--- config.mk ---
export PLATFORM = sky130hd
export DESIGN_NAME = golden_nonce_tx
export DESIGN_NICKNAME = d
export VERILOG_FILES = /design/src/rtl/golden_nonce_tx_pkg.sv /design/src/rtl/uart_tx_byte.sv /design/src/rtl/golden_nonce_tx.sv
export SDC_FILE = /design/constraint.sdc
export NUM_CORES = 1
export LEC_CHECK = 0
export CORE_UTILIZATION = 35
export CTS_CLUSTER_SIZE = 16
export DETAILED_ROUTE_END_ITERATION = 8
export HOLD_SLACK_MARGIN = 0.1
export PLACE_DENSITY = 0.54
export SLEW_MARGIN = 20
export SYNTH_ARGS = -nofsm -noshare
export SYNTH_HDL_FRONTEND = slang
export SYNTH_SLANG_ARGS = --single-unit
--- constraint.sdc ---
create_clock -name hash_clk -period 2.55 [get_ports hash_clk]
set_input_delay 0.255 -clock hash_clk [delete_from_list [all_inputs] [get_ports hash_clk]]
set_output_delay 0.255 -clock hash_clk [all_outputs]
set_load 0.02 [all_outputs]
--- src/rtl/golden_nonce_tx_pkg.sv ---
// Shared encodings and defaults for the golden-nonce return path.
package golden_nonce_tx_pkg;

  typedef enum logic [1:0] {
    ST_IDLE  = 2'd0,
    ST_START = 2'd1,
    ST_DATA  = 2'd2,
    ST_STOP  = 2'd3
  } uart_st_e;

  typedef enum logic {
    SEQ_IDLE = 1'b0,
    SEQ_SEND = 1'b1
  } seq_e;

  localparam int DEF_BAUD_DIV   = 434;
  localparam int DEF_FIFO_DEPTH = 4;

endpackage

--- src/rtl/uart_tx_byte.sv ---
// One UART 8N1 byte framer; start in the last stop cycle chains the next byte with no gap.
module uart_tx_byte
  import golden_nonce_tx_pkg::*;
#(
  parameter int BAUD_DIV = DEF_BAUD_DIV
) (
  input  logic       hash_clk,
  input  logic       reset,
  input  logic [7:0] byte_in,
  input  logic       start,
  output logic       done,
  output logic       txd
);

  uart_st_e    state_q, state_d;
  logic [15:0] baud_q, baud_d;
  logic [2:0]  bit_q, bit_d;
  logic [7:0]  sh_q, sh_d;
  logic        txd_q, txd_d;
  logic        tc;

  assign tc  = (baud_q == 16'(BAUD_DIV - 1));
  assign txd = txd_q;

  always_comb begin
    state_d = state_q;
    baud_d  = baud_q + 16'd1;
    bit_d   = bit_q;
    sh_d    = sh_q;
    done    = 1'b0;
    case (state_q)
      ST_IDLE: begin
        baud_d = '0;
        if (start) begin
          sh_d    = byte_in;
          state_d = ST_START;
        end
      end
      ST_START: begin
        if (tc) begin
          baud_d  = '0;
          bit_d   = '0;
          state_d = ST_DATA;
        end
      end
      ST_DATA: begin
        if (tc) begin
          baud_d = '0;
          sh_d   = {1'b0, sh_q[7:1]};
          bit_d  = bit_q + 3'd1;
          if (bit_q == 3'd7) state_d = ST_STOP;
        end
      end
      ST_STOP: begin
        if (tc) begin
          baud_d = '0;
          done   = 1'b1;
          if (start) begin
            sh_d    = byte_in;
            state_d = ST_START;
          end else begin
            state_d = ST_IDLE;
          end
        end
      end
      default: state_d = ST_IDLE;
    endcase
    // Line level follows the current state, so txd trails the state by one cycle.
    txd_d = 1'b1;
    if (state_q == ST_START)     txd_d = 1'b0;
    else if (state_q == ST_DATA) txd_d = sh_q[0];
  end

  always_ff @(posedge hash_clk) begin
    if (reset) begin
      state_q <= ST_IDLE;
      baud_q  <= '0;
      bit_q   <= '0;
      sh_q    <= '0;
      txd_q   <= 1'b1;
    end else begin
      state_q <= state_d;
      baud_q  <= baud_d;
      bit_q   <= bit_d;
      sh_q    <= sh_d;
      txd_q   <= txd_d;
    end
  end

endmodule

--- src/rtl/golden_nonce_tx.sv ---
// Golden-nonce FIFO, little-endian byte sequencer and saturating drop counter feeding a UART.
module golden_nonce_tx
  import golden_nonce_tx_pkg::*;
#(
  parameter int BAUD_DIV   = DEF_BAUD_DIV,
  parameter int FIFO_DEPTH = DEF_FIFO_DEPTH
) (
  input  logic        hash_clk,
  input  logic        reset,
  input  logic [31:0] nonce_in,
  input  logic        nonce_valid,
  output logic        nonce_ready,
  output logic        txd,
  output logic        busy,
  output logic [7:0]  drop_count
);

  localparam int PW = $clog2(FIFO_DEPTH);
  localparam int CW = PW + 1;

  logic [31:0]   mem_q [FIFO_DEPTH];
  logic [PW-1:0] wr_q, rd_q;
  logic [CW-1:0] cnt_q;
  logic [31:0]   head;
  logic          full, empty, push, pop;

  seq_e          seq_q, seq_d;
  logic [23:0]   word_q, word_d;
  logic [1:0]    idx_q, idx_d;
  logic [7:0]    drop_q;
  logic          tx_start, tx_done;
  logic [7:0]    tx_byte;

  assign head        = mem_q[rd_q];
  assign full        = (cnt_q == CW'(FIFO_DEPTH));
  assign empty       = (cnt_q == '0);
  assign push        = nonce_valid && !full;
  assign nonce_ready = !full;
  assign busy        = (seq_q != SEQ_IDLE) || !empty;
  assign drop_count  = drop_q;

  always_comb begin
    seq_d    = seq_q;
    word_d   = word_q;
    idx_d    = idx_q;
    tx_start = 1'b0;
    tx_byte  = word_q[7:0];
    pop      = 1'b0;
    if (seq_q == SEQ_IDLE && !empty) begin
      pop      = 1'b1;
      tx_start = 1'b1;
      tx_byte  = head[7:0];
      word_d   = head[31:8];
      idx_d    = 2'd0;
      seq_d    = SEQ_SEND;
    end else if (seq_q == SEQ_SEND && tx_done) begin
      if (idx_q == 2'd3) begin
        seq_d = SEQ_IDLE;
      end else begin
        tx_start = 1'b1;
        word_d   = {8'h00, word_q[23:8]};
        idx_d    = idx_q + 2'd1;
      end
    end
  end

  always_ff @(posedge hash_clk) begin
    if (push) mem_q[wr_q] <= nonce_in;
  end

  always_ff @(posedge hash_clk) begin
    if (reset) begin
      wr_q   <= '0;
      rd_q   <= '0;
      cnt_q  <= '0;
      seq_q  <= SEQ_IDLE;
      word_q <= '0;
      idx_q  <= '0;
      drop_q <= '0;
    end else begin
      if (push) wr_q <= wr_q + PW'(1);
      if (pop)  rd_q <= rd_q + PW'(1);
      if (push && !pop)      cnt_q <= cnt_q + CW'(1);
      else if (pop && !push) cnt_q <= cnt_q - CW'(1);
      if (nonce_valid && full && drop_q != 8'hFF) drop_q <= drop_q + 8'd1;
      seq_q  <= seq_d;
      word_q <= word_d;
      idx_q  <= idx_d;
    end
  end

  uart_tx_byte #(
    .BAUD_DIV(BAUD_DIV)
  ) u_uart (
    .hash_clk(hash_clk),
    .reset   (reset),
    .byte_in (tx_byte),
    .start   (tx_start),
    .done    (tx_done),
    .txd     (txd)
  );

endmodule
==> reports/qor.yml <==
drt:
  dr.pass1.iters: 4
  via_per_inst: 4.89
  drt-initial-drc-count: 187
  via_count: 4641
  ant_nets: 0
  routed_wl_um: 15300
  wire_per_inst_um: 16.1
  drc_errors: 0
timing:
  min_period_ps: 2290
  finalCritPeriodShare_pct: 89.8
  fin_tns_setup_ps: 0
  setup_violations: 0
  rsz0062_at_grt: "false"
  tightest_slew_ps: 690
  relSlewSlack_pct: 54.0
  hold_viol: 0
  drv_slew: 0
  fmax_ghz: 0.437
  fin_worst_skew_ps: 9.11
synthesis:
  synth_edf_count: 128
  synthArstFlopShare_pct: 0
  synth_cell_types: 51
  postSynthCellCount: 574
  synth_top_area_share_pct: 47.0
  synth_commonest_cells: "edfxtp_1 (128), dfxtp_1 (74), nor2_1 (68)"
  synth_top_cells_by_area: "edfxtp_1 (47%), dfxtp_1 (18%), mux4_2 (8.8%)"
  syn-cell-area_sq_um: 8190
  synth.most_common_cell: "edfxtp_1"
  avgSynthCellArea_sq_um: 14.3
  seq_area_frac_synth_pct: 65.0
  synth_fp_nets: 627
  ys_warn_count: 0
  synth_top_cell_by_area: "edfxtp_1"
  synth-main-ff-cell: "edfxtp_1"
  ys_ff_latch: 202
global_route:
  grt_use_met1_pct: 16.2
  grt_busiest_layer: "met2"
  grt_util_all_layers_pct: 13.1
  grt_pass1_wl_um: 24700
  grt_max_degree: 67
  use_met3_pct: 2.48
  antenna_found_initial: 0
  grt_pass1_vias: 4734
  overflow: 0
  met2_usage_pct: 23.5
clock_network:
  cts_made_buffers: 22
  htree_num_levels: 1
  clk_latency_ps: 500
  cts.clk_slew.worst_paths_ps: 60
  cts_setup_buffers: 0
  cts_tree: "done"
  cts_hold_buf: 0
  cts.sinks: 202
  post_cts_resized: 0
  clockRootBuffer: "clkbuf_16"
  clockBufferDepth: 3
critical_path:
  arrival_ps: 2690
  criticalPathCategory: "reg2reg"
  start_kind: "flip-flop"
  critical_path_required_ps: 2950
  path_max_fanout: 9
  endpoint_kind: "flip-flop"
  regToRegSetupSlack_ps: 260
place:
  globalplace.congestion: 0.773
  io_buffers: 45
  dp_hpwl_um: 9610
  place_inst: 914
layout:
  layout.cells.non_filler: 949
  n_antenna_cell: 0
  finalNetCount: 678
  drive_gt1_share_pct: 14.3
  syn2layout_area_growth_pct: 18.3
pwr:
  power.total_mw: 9.62
  power.leakage_nw: 3.19
  irDropWorstVdd_mv: 0.469
  cellPowerDensity_nw_per_um2: 994
floorplanning:
  core.rowCount: 55
  ioPinCount: 46
  coreArea_sq_um: 22800
  fp.dieH_um: 155
  die-area_sq_um: 24000
  die_x_um: 155
  initial_core_util_pct: 35.9
outcome:
  status: "complete, no violations"
run:
  maxCapViolations: 0
min_path:
  min_path_type: "in2reg"
-- state kept, by name, indices dropped and copies added, names as in the netlist, named ones only --
register and cells:
u_uart.sh_q 8, u_uart.bit_q 3, u_uart.txd 1, mem_q 128
seq_q 1, word_q 24, wr_q 2, drop_count 8
cnt_q 3, u_uart.state_q 2, rd_q 2, idx_q 2
u_uart.baud_q 16
-- layout make-up --
cell class	count	area (sq um)
Timing Repair Buffer	57	598
Sequential cell	202	5330
Clock inverter	9	77.6
Clock buffer	26	587
Multi-Input combinational cell	323	2630
Tap cell	313	392
Inverter	19	71.3
Fill cell	2072	13100
-- metrics by stage --
| stage | worst slack [ps] | hold slack (ps) | util (%) | instance area [sq um] |
|---|---|---|---|---|
| after CTS | 235 | 365 | 42.5 | 9680 |
| final | 260 | 378 | 42.5 | 9680 |
| after global routing | 29.2 | 373 | 42.5 | 9680 |
| after floorplan | 127 | 354 | - | 8190 |
| after detailed placement | 173 | 482 | 39.6 | 9020 |
| after global placement | 241 | 458 | 39.6 | 9020 |
-- where the power goes --
group	switching [mW]	total, mW	leakage [nW]	internal (mW)
Combinational	1.30	2.39	1.08	1.09
Clock	1.20	2.93	0.328	1.73
Sequential	0.285	4.30	1.78	4.01
-- cell usage in the layout, fill, tap and decap left out, types with 2 or more instances in the layout --
cell             instances
edfxtp_1               128
dfxtp_1                 73
nor2_1                  67
clkdlybuf4s50_1         44
mux4_2                  32
o21ai_0                 31
clkbuf_16               23
mux2i_1                 21
nand2_1                 19
inv_1                   18
a21oi_1                 18
a211oi_1                17
ha_1                    17
xnor2_1                 12
xor2_1                  10
nor3_1                   8
nand3_1                  8
or3_1                    8
a2bb2oi_1                8
mux2_2                   7
buf_4                    7
nand4_1                  5
buf_12                   5
clkinv_1                 4
and3_1                   4
clkinv_2                 4
clkbuf_1                 3
and2_1                   2
nand2b_1                 2
and4_1                   2
nor4_2                   2
o21bai_1                 2
a22oi_1                  2
nor4_1                   2
-- path summary, 6_finish.rpt --
path	endpoint	from	cells after the start
worst max-delay path	u_uart.sh_q[7]	u_uart.baud_q[0]	6
worst min register to register	u_uart.baud_q[0]	u_uart.baud_q[0]	1
worst max register to register	u_uart.sh_q[7]	u_uart.baud_q[0]	6
worst min-delay path	u_uart.bit_q[0]	reset	3
-- layer usage --
layer | routed length, um | vias to the layer above
li1 | - | 2247
met1 | 6710 | 2310
met2 | 7870 | 64
met3 | 432 | 20
met4 | 274 | 0
met5 | 0 | -
-- critical path, cell delays in order (launching register included) --
cell	delay [ps]
dfxtp_1	400
ha_1	170
nor3b_1	280
and4_1	430
o21bai_2	200
or2_0	400
o41ai_2	310
-- logic make-up (layout without fill, tap and decap cells) --
| group | Yosys count | after routing | share of synthesized area [%] |
|---|---|---|---|
| AO/OA/AOI/OAI | 85 | 85 | 6.60 |
| XOR/XNOR | 22 | 22 | 2.35 |
| adder cells (fa/ha/maj) | 18 | 18 | 2.84 |
| buffers and inverters | 49 | 111 | 2.83 |
| flip-flops | 202 | 202 | 65.0 |
| multiplexers | 60 | 60 | 12.3 |
| AND/OR/NAND/NOR | 138 | 138 | 7.99 |
Power figures use the tool's default switching activity.
